<file path="src/rtl/mem_access_ctrl.sv">
// MEM-stage load/store sequencer: req/ack data-memory bus, pipeline stall, load extension.
// Optional bus timeout enabled by defining MEM_TIMEOUT_EN (TIMEOUT_CYCLES sets the limit).
module mem_access_ctrl #(
  parameter int unsigned TIMEOUT_CYCLES = 16
) (
  input  logic        clk,
  input  logic        rst,
  input  logic        mem_rd_M,
  input  logic        mem_wr_M,
  input  logic [2:0]  funct3_M,
  input  logic [31:0] alu_o_M,
  input  logic [31:0] wr_data_M,
  output logic [31:0] rd_data_M,
  output logic        stall_mem,
  output logic        mem_fault_M,
  output logic        bus_err,
  output logic        dmem_req,
  output logic        dmem_we,
  output logic [31:0] dmem_addr,
  output logic [3:0]  dmem_be,
  output logic [31:0] dmem_wdata,
  input  logic [31:0] dmem_rdata,
  input  logic        dmem_ack
);

  typedef enum logic [1:0] {IDLE, REQ, DONE} state_t;

  state_t      state;
  logic        op;
  logic        illegal;
  logic        misaligned;
  logic        fault;
  logic        start;
  logic [1:0]  lane;
  logic [3:0]  be_next;
  logic [31:0] wdata_next;
  logic [2:0]  f3_q;
  logic [1:0]  lane_q;
  logic [31:0] shifted;
  logic [31:0] load_ext;
  logic        ack_valid;
  logic        expire;

  assign op        = mem_rd_M | mem_wr_M;
  assign lane      = alu_o_M[1:0];
  assign ack_valid = dmem_ack & dmem_req;

  always_comb begin
    illegal    = 1'b0;
    misaligned = 1'b0;
    if (mem_rd_M && mem_wr_M) begin
      illegal = 1'b1;
    end else if (mem_rd_M) begin
      illegal = !(funct3_M inside {3'b000, 3'b001, 3'b010, 3'b100, 3'b101});
    end else if (mem_wr_M) begin
      illegal = !(funct3_M inside {3'b000, 3'b001, 3'b010});
    end
    if (funct3_M[1:0] == 2'b01) misaligned = lane[0];
    if (funct3_M[1:0] == 2'b10) misaligned = (lane != 2'b00);
  end

  assign fault       = op & (illegal | misaligned);
  assign start       = (state == IDLE) & op & ~fault;
  assign mem_fault_M = ~rst & (state == IDLE) & fault;
  assign stall_mem   = ~rst & (start | (state == REQ));

  always_comb begin
    be_next    = 4'b1111;
    wdata_next = wr_data_M;
    case (funct3_M[1:0])
      2'b00: begin
        be_next    = 4'b0001 << lane;
        wdata_next = {4{wr_data_M[7:0]}};
      end
      2'b01: begin
        be_next    = lane[1] ? 4'b1100 : 4'b0011;
        wdata_next = {2{wr_data_M[15:0]}};
      end
      default: ;
    endcase
  end

  always_comb begin
    shifted  = dmem_rdata >> {lane_q, 3'b000};
    load_ext = '0;
    case (f3_q)
      3'b000:  load_ext = {{24{shifted[7]}}, shifted[7:0]};
      3'b001:  load_ext = {{16{shifted[15]}}, shifted[15:0]};
      3'b010:  load_ext = shifted;
      3'b100:  load_ext = {24'h0, shifted[7:0]};
      3'b101:  load_ext = {16'h0, shifted[15:0]};
      default: load_ext = '0;
    endcase
  end

`ifdef MEM_TIMEOUT_EN
  localparam logic [7:0] TO_LAST = 8'(TIMEOUT_CYCLES - 1);
  logic [7:0] to_cnt;
  logic       bus_err_q;
  assign expire  = (to_cnt == TO_LAST);
  assign bus_err = bus_err_q;
`else
  // Parameter stays referenced so the untimed build keeps the same interface.
  assign expire  = 1'b0 & (TIMEOUT_CYCLES == 0);
  assign bus_err = 1'b0;
`endif

  always_ff @(posedge clk) begin
    if (rst) begin
      state      <= IDLE;
      dmem_req   <= 1'b0;
      dmem_we    <= 1'b0;
      dmem_addr  <= '0;
      dmem_be    <= '0;
      dmem_wdata <= '0;
      rd_data_M  <= '0;
      f3_q       <= '0;
      lane_q     <= '0;
`ifdef MEM_TIMEOUT_EN
      to_cnt     <= '0;
      bus_err_q  <= 1'b0;
`endif
    end else begin
`ifdef MEM_TIMEOUT_EN
      bus_err_q <= 1'b0;
`endif
      case (state)
        IDLE: begin
          rd_data_M <= '0;
          if (start) begin
            dmem_req   <= 1'b1;
            dmem_we    <= mem_wr_M;
            dmem_addr  <= {alu_o_M[31:2], 2'b00};
            dmem_be    <= be_next;
            dmem_wdata <= wdata_next;
            f3_q       <= funct3_M;
            lane_q     <= lane;
`ifdef MEM_TIMEOUT_EN
            to_cnt     <= '0;
`endif
            state      <= REQ;
          end
        end
        REQ: begin
`ifdef MEM_TIMEOUT_EN
          to_cnt <= to_cnt + 8'd1;
`endif
          // An ack arriving on the limit cycle completes normally.
          if (ack_valid) begin
            dmem_req  <= 1'b0;
            rd_data_M <= dmem_we ? '0 : load_ext;
            state     <= DONE;
          end else if (expire) begin
            dmem_req  <= 1'b0;
            rd_data_M <= '0;
`ifdef MEM_TIMEOUT_EN
            bus_err_q <= 1'b1;
`endif
            state     <= DONE;
          end
        end
        DONE: begin
          rd_data_M <= '0;
          state     <= IDLE;
        end
        default: state <= IDLE;
      endcase
    end
  end

endmodule
</file>
<file path="config.mk">
export PLATFORM = sky130hd
export DESIGN_NAME = mem_access_ctrl
export DESIGN_NICKNAME = d
export VERILOG_FILES = /design/src/rtl/mem_access_ctrl.sv
export SDC_FILE = /design/constraint.sdc
export NUM_CORES = 1
export LEC_CHECK = 0
export BUFFER_PORTS_ARGS = -buffer_cell sky130_fd_sc_hd__buf_2
export CORE_MARGIN = 4
export CORE_UTILIZATION = 45
export DETAILED_ROUTE_END_ITERATION = 10
export PLACE_DENSITY = 0.75
export SLEW_MARGIN = 0
export SYNTH_ARGS = -nofsm -noshare
export SYNTH_HDL_FRONTEND = slang
export SYNTH_SLANG_ARGS = --single-unit
</file>
<file path="constraint.sdc">
create_clock -name clk -period 3.8 [get_ports clk]
set_clock_uncertainty 0.1 [all_clocks]
set_input_delay 0.38 -clock clk [delete_from_list [all_inputs] [get_ports clk]]
set_output_delay 0.38 -clock clk [all_outputs]
set_load 0.05 [all_outputs]
</file>
# Yosys cells after proc, flatten, opt, wreduce, memory -nomap -nowiden
# Index checks and enable logic that the tools add are counted.
# word_totals
out_inout_bits,105
elab_cells,72
reg_bits,107
# classes
n_bitwise,12
n_reduce_logical,17
n_eq_ne,14
n_mux,18
n_shift,2
# ops
cell,n
$pmux W32 S5,1
$pmux W32 S2,2
$mux W32,2
$shr A32 B5 Y32,1
$eq A3 B3 Y1 const B,4
$pmux W4 S2,1
$and A1 B1 Y1,7
$mux W1,7
$eq A3 B1 Y1 const B,2
$eq A3 B2 Y1 const B,2
$logic_not A3 Y1,2
$reduce_and A2 Y1,3
$reduce_bool A2 Y1,3
$reduce_bool A5 Y1,1
$eq A2 B1 Y1 const B,2
$eq A2 B2 Y1 const B,2
$logic_not A2 Y1,2
$mux W2,2
$mux W4,1
$ne A2 B2 Y1 const B,2
$pmux W2 S2,1
$shl A1 B2 Y4 const A,1
$or A1 B1 Y1,3
$reduce_and A3 Y1,1
6 further kinds,8

# Longest topological paths before layout
# Gate-level depths: netlist (run 1).
# depth
depth_word,12
depth_mapped,7
ltp_nobuf,4

# Least setup slack after synthesis (run 1)
# Ideal clock, no wire load.
# synth_path
path_type,input to output
start,input port mem_rd_M
end,output port mem_fault_M
path_buffers,2
slack_ps,923
path_stages,5
t_arrival_ps,2397
path_cell_list,a21oi_1 > or3_1 > buf_2 > buf_1 > a211oi_1
# synth_between
elab_chain_cells,5
word_cells_on_any_way,7
cone_classes,mux (2); bitwise (4); reduce/logical (1)
# synth_rtl
item,line,text
start: declaration,8,"input logic mem_rd_M,"
$mux W1 or $logic_and A1 B1 Y1 (tied branches),"53, 51",
$mux W1,51,if (mem_rd_M && mem_wr_M) begin
$or A1 B1 Y1,62,assign fault = op & (illegal | misaligned);
$and A1 B1 Y1 *,62,
$and A1 B1 Y1 *,64,assign mem_fault_M = ~rst & (state == IDLE) & fault;
end: declaration,15,"output logic mem_fault_M,"
# Mark *: on every way between the ends. The rest lies on a longest branch, timed or not.

# Final worst setup path (run 1)
# layout_path
start,input port funct3_M[0]
end,output port stall_mem
# layout_between
elab_chain_cells,12
word_cells_on_any_way,22
cone_classes,eq/ne (6); mux (5); bitwise (6); reduce/logical (5)
# layout_rtl
item,line,text
start: declaration,10,"input logic [2:0] funct3_M,"
"$eq A3 B1 Y1, or another cell as far along","54, 56",
$reduce_bool A3 Y1,56,"illegal = !(funct3_M inside {3'b000, 3'b001, 3'b010});"
$logic_not A1 Y1,56,
$mux W1,55,end else if (mem_wr_M) begin
$mux W1,53,end else if (mem_rd_M) begin
$mux W1,51,
$or A1 B1 Y1 *,62,
$and A1 B1 Y1 *,62,
$not A1 Y1 *,63,assign start = (state == IDLE) & op & ~fault;
$and A1 B1 Y1 *,63,
$or A1 B1 Y1 *,65,assign stall_mem = ~rst & (start | (state == REQ));
$and A1 B1 Y1 *,65,
end: declaration,14,"output logic stall_mem,"
# Marks and branches as above.

==> results.toml, run 1 <==
[outcome]
status = "complete, no violations"

[route]
first_iter_violations = 489
final_antenna_net_count = 0
wl_per_cell_um = 19.70
routed_wirelength_um = 16860
drcViolationCount = 0
dr.pass1.iters = 5
num_vias = 5332
viasPerCell = 6.229

[critical_path]
reg2reg_slack_ns = 1.41
reg2reg_from = "lane_q[1]"
arrival_ns = 2.37
cp-end-kind = "primary output"
slowest_stage = "a211oi_1"
cp.required_ns = 3.32
max_stage_delay_ns = 0.47
rr_worst_depth = 4
critical-path-top-delay-family = "buffers and inverters"
cp-start-kind = "input port"
critPathMaxFanout = 45
crit_type = "in2out"
rr_endpoint = "rd_data_M[29]"
path_buf_inv = 4
path_cells = "buf_2 -> a211oi_1 -> nor3_4 -> buf_4 -> nor3_2 -> buf_4 -> o21a_1 -> buf_2"

[synth]
ys_warn_count = 0
synth.area.mux_share = 0.1184
synthFlopType = "dfxtp_1"
synthSimpleGateAreaFrac = 0.1318
ys_types = 44
synthesis.area_mm2 = 0.005155
ys_seq_area_frac = 0.4155
synth_top_family_by_area = "compound AO/OA/AOI/OAI gates"
syn_inst = 549
synth_edf_count = 0
synthArstFlopShare = 0
synth_area_per_cell_um2 = 9.390
ys_ff_latch = 107
synthXorXnorAreaFrac = 0.001699
synth_compound_area_frac = 0.2731
synth_fa_ha_area_frac = 0

[global_route]
antenna_found_initial = 1
grt_pass1_wl_um = 26240
grt.overflow.total = 0
grt_pass1_vias = 5052
grt_max_degree = 93
grtUsageTotal = 0.2468

[cts]
ctsRootBufferMaster = "clkbuf_16"
cts_tree = "yes"
ctsHtreeMaxLevel = 3
cts_buffer_depth = 2
clk_latency_ns = 0.34
cts_hold_buf = 0
cts_sinks = 107
cts_buffers = 9
clk_pin_slew_ns = 0.07
cts_setup_buffers = 0
cts_resized = 0

[run]
drv_cap = 0

[sta]
finalSetupViolCount = 0
max_clock_freq_ghz = 0.3513
relSlewSlack = 0.3661
setup_tns_ns = 0
drv_slew = 0
worst_pin_slew_ns = 0.9509
fin_crit_ns = 2.846
rsz0062_at_grt = "no"
finalCritPeriodShare = 0.7490
hold_viol_final = 0

[floorplanning]
io_pins = 209
core_mm2 = 0.01103
die_h_um = 115.0
rows = 38
start_util = 0.4673
dieArea_mm2 = 0.01323
die_w_um = 115.0

[finish]
final_common_cell = "buf_2"
drive_gt1_frac = 0.3818
syn2layout_area_growth_pct = 26.38
design_area_mm2 = 0.006515
fin_nets = 816
mostFrequentLayoutCells = "204 x buf_2, 107 x dfxtp_1, 57 x a21oi_1, 44 x nand4_1, 44 x o31ai_1"

[power_and_ir_drop]
p_leak_nw = 2.856
powerDensity_mw_per_mm2 = 467.6
ir_worst_vdd_mv = 0.2333

[min_path]
holdCritPathClass = "in2reg"
holdPathStages = 3
holdPathEnd = "dmem_addr[25]"
worstHoldStart = "alu_o_M[25]"

[placed_design]
hpwl_um = 11510
gp_congestion = 0.8825
placed_area_mm2 = 0.006196
portBuffers = 205
-- cell families (layout without fill, tap and decap cells) --
family	after synthesis	count (layout)
compound gates	202	202
simple gates	119	119
flops	107	107
buf+inv	71	235
mux	48	48
other cells	1	4
xor+xnor	1	1
-- per-stage QoR --
step	hold slack [ns]	power, mW	worst slack (ns)	utilization	instances
6_report	0.1844	3.047	0.9536	0.5906	856
5_1_grt	0.1878	3.165	0.8534	0.5906	856
4_1_cts	0.1755	3.062	0.9726	0.5904	855
3_5_place_dp	0.3572	2.060	0.9841	0.5617	841
3_3_place_gp	0.3541	2.041	1.050	0.5617	841
2_1_floorplan	0.3774	1.831	0.9231	-	551
-- power by group --
| part | total, mW | switching, mW | internal (mW) | leakage [nW] |
|---|---|---|---|---|
| Sequential | 1.24 | 0.0461 | 1.19 | 0.872 |
| Clock | 1.00 | 0.396 | 0.607 | 0.155 |
| Combinational | 0.806 | 0.577 | 0.229 | 1.83 |
-- how the worst max path moves through the flow --
stage                            from           to  slack, ns  cells after the start
after floorplan              mem_rd_M  mem_fault_M       0.92                      5
after global placement    funct3_M[0]    stall_mem       1.05                      8
after detailed placement  funct3_M[0]    stall_mem       0.98                      8
after CTS                 funct3_M[0]    stall_mem       0.97                      8
after global routing      funct3_M[0]    stall_mem       0.85                      8
final                     funct3_M[0]    stall_mem       0.95                      8
-- area by class of cell --
type | count | area [um^2]
Multi-Input combinational cell | 373 | 2749
Clock buffer | 12 | 256.5
Antenna cell | 1 | 2.502
Timing Repair Buffer | 216 | 1111
Fill cell | 1001 | 4516
Tap cell | 140 | 175.2
Sequential cell | 107 | 2142
Clock inverter | 2 | 60.06
Inverter | 5 | 18.77
-- worst min-delay path: cells and delay by family --
| family | cells | cell delay (ns) |
|---|---|---|
| AND/OR/NAND/NOR | 1 | 0.05 |
| buffers and inverters | 1 | 0.09 |
| AO/OA/AOI/OAI | 1 | 0.05 |
-- synth_stat cells (all sizes together) (2+ instances only) --
cell	n	area share
o31ai	44	0.064
clkinv	2	0.0015
buf	27	0.026
inv	3	0.0022
nand2	29	0.021
nand4	44	0.053
mux2i	16	0.031
nor2	11	0.0080
o21ai	11	0.011
o2bb2ai	8	0.014
a211oi	13	0.019
mux4	8	0.035
nor2b	11	0.013
mux2	24	0.052
nor3	5	0.0058
or3	3	0.0046
clkbuf	39	0.029
nand3	9	0.0087
a221o	16	0.031
dfxtp	107	0.42
a31oi	20	0.024
o21a	4	0.0058
a22oi	16	0.023
a311oi	10	0.017
a21oi	57	0.055
-- sequential cells by signal, indices dropped and copies added (netlist names) --
| register | count |
|---|---|
| lane_q | 2 |
| dmem_addr | 30 |
| dmem_req | 1 |
| rd_data_M | 32 |
| dmem_wdata | 32 |
| dmem_be | 4 |
| f3_q | 3 |
| state | 2 |
| dmem_we | 1 |
-- layer usage --
| layer | part of all wire | GRT usage |
|---|---|---|
| met1 | 0.40 | 0.3168 |
| met2 | 0.48 | 0.4066 |
| met5 | 0 | 0 |
| met4 | 0.030 | 0.09390 |
| met3 | 0.085 | 0.05421 |
Note: power is estimated with default switching activity, not from simulation.
==> run 2, diff against run 1 <==
Settings changed: ABC_AREA set to 1.
Clock period 3.8 ns to 2.8 ns, I/O delays scaled along.
==> results.toml, run 2 <==
[outcome]
status = "complete, no violations"

[critical_path]
crit_type = "reg2reg"
critPathMaxFanout = 16
cp-start-kind = "flip-flop"
path_common_cell = "nand3_1"
cp.required_ns = 2.99
max_stage_delay_ns = 0.62
arrival_ns = 2.50
slowest_stage = "dfxtp_1"
path_cells = "clkinv_1 -> nand3_1 -> nand3_1 -> nand3_1 -> nand2_1 -> a21oi_1"
cp-end-kind = "flip-flop"

[finish]
mostFrequentLayoutCells = "271 x nand2_1, 204 x buf_2, 107 x a21oi_1, 107 x dfxtp_1, 70 x nand4_1"
top_regs = "dmem_wdata (32), rd_data_M (32), dmem_addr (30)"
drive_gt1_frac = 0.2531
fin_nets = 1067
syn2layout_area_growth_pct = 25.23
final_common_cell = "nand2_1"
diodes = 0
fillers = 1159

[synth]
syn_inst = 798
ys_ff_latch = 107
synthFlopType = "dfxtp_1"
synthTopCellsByCount = "272 x nand2_1, 107 x a21oi_1, 107 x dfxtp_1"
ys_warn_count = 0
synth.area.top_cells = "dfxtp_1 41%, nand2_1 19%, a21oi_1 10%"
synthesis.area_mm2 = 0.005256
synthArstFlopShare = 0
netlist.area_leader.share = 0.4075
synth_area_leader_cell = "dfxtp_1"
ys_seq_area_frac = 0.4075
synth_area_per_cell_um2 = 6.587
synth_edf_count = 0
ys_types = 24
yosysMostFrequentCell = "nand2_1"

[run]
drv_cap = 0

[cts]
cts_setup_buffers = 0
cts_buffer_depth = 2
ctsHtreeMaxLevel = 3
cts_tree = "yes"
ctsRootBufferMaster = "clkbuf_16"
clk_pin_slew_ns = 0.08
cts_buffers = 9
clk_latency_ns = 0.35
cts_sinks = 107
cts_hold_buf = 0
cts_resized = 0

[route]
routed_wirelength_um = 16680
wl_per_cell_um = 15.01
num_vias = 6024
dr.pass1.iters = 5
viasPerCell = 5.422
final_antenna_net_count = 0
first_iter_violations = 625
drcViolationCount = 0

[global_route]
grt.overflow.total = 0
grt_pass1_vias = 5311
antenna_found_initial = 2
grt_pass1_wl_um = 26120
grt_max_degree = 77
grtUsageTotal = 0.2413

[power_and_ir_drop]
powerDensity_mw_per_mm2 = 615.2
ir_worst_vdd_mv = 0.3930
p_total_mw = 4.049
p_leak_nw = 3.181

[sta]
rsz0062_at_grt = "no"
finalCritPeriodShare = 0.8257
fin_crit_ns = 2.312
max_clock_freq_ghz = 0.4325
setup_tns_ns = 0
relSlewSlack = 0.4503
setup_ws_ns = 0.4880
hold_viol_final = 0
finalSetupViolCount = 0
worst_pin_slew_ns = 0.8214
drv_slew = 0

[placed_design]
portBuffers = 205
hpwl_um = 11610
gp_congestion = 0.9370
preCtsSetupSlack_ns = 0.3879

[floorplanning]
start_util = 0.4603
dieArea_mm2 = 0.01347
die_h_um = 116.1
io_pins = 209
die_w_um = 116.1
core_mm2 = 0.01142
rows = 39

[min_path]
holdCritPathClass = "in2reg"
run 2: changes by cell type in the layout (fill, tap and decap cells not counted), sizes merged, moves of 11 or more:
| cell | change |
|---|---|
| a211oi | -13 |
| nor2b | -11 |
| a221o | -16 |
| o31ai | -37 |
| a31oi | -20 |
| nand4 | +26 |
| nor2 | +35 |
| nand2 | +243 |
| inv | +38 |
| nand3 | +47 |
| mux2 | -24 |
| a22oi | -16 |
| mux2i | -16 |
| a21oi | +50 |
run 2: per-stage QoR:
stage	hold WS [ns]	cells	utilization	instance area (um^2)
after global routing	0.08888	1111	0.5765	6583
after CTS	0.08042	1111	0.5760	6578
after floorplan	0.3149	800	-	5264
after global placement	0.3467	1095	0.5510	6291
final	0.08764	1111	0.5765	6583
after detailed placement	0.3500	1095	0.5510	6291
run 2: critical path, delay by kind of cell (launching register included):
family / cells / cell delay [ns]
buffers and inverters: 1 / 0.37
DFF: 1 / 0.62
and+or+nand+nor: 4 / 1.04
AOI/OAI and AO/OA: 1 / 0.12
run 2: kinds of logic (layout without fill, tap and decap cells):
logic type,after synthesis,count (layout),share of synthesized area
other,1,3,0.0007134
DFF,107,107,0.4075
and+or+nand+nor,447,447,0.3706
buffers and inverters,109,277,0.08974
AOI/OAI and AO/OA,134,134,0.1314
run 2: worst paths after layout:
check                      from       endpoint  slack, ns  cells past startpoint
hold / removal         mem_wr_M        dmem_we       0.09                      3
setup / recovery      lane_q[1]  rd_data_M[18]       0.49                      6
hold reg to reg   dmem_addr[16]  dmem_addr[16]       0.36                      2
setup reg to reg      lane_q[1]  rd_data_M[18]       0.49                      6
run 2: layer usage:
layer	routed length, um	GRT usage	vias to the layer above	share of wire
met5	21	0	-	0.0013
met4	373	0.08894	4	0.022
met3	1561	0.05222	27	0.094
met2	7593	0.3790	265	0.46
met1	7128	0.3266	2747	0.43
li1	-	-	2981	-
run 2: power by group:
group          switching (mW)  total (mW)  internal [mW]
clock network           0.625        1.25          0.622
logic                   0.829        1.13          0.304
registers              0.0552        1.67           1.61
run 2: area by class of cell:
class | count | area (um^2) | area share
inverter | 40 | 150.1 | 0.02281
tap | 143 | 178.9 | 0.02718
sequential | 107 | 2142 | 0.3254
multi-input combinational | 584 | 2664 | 0.4047
clock inverter | 7 | 61.31 | 0.009314
timing repair buffer | 221 | 1161 | 0.1764
clock buffer | 9 | 225.2 | 0.03421
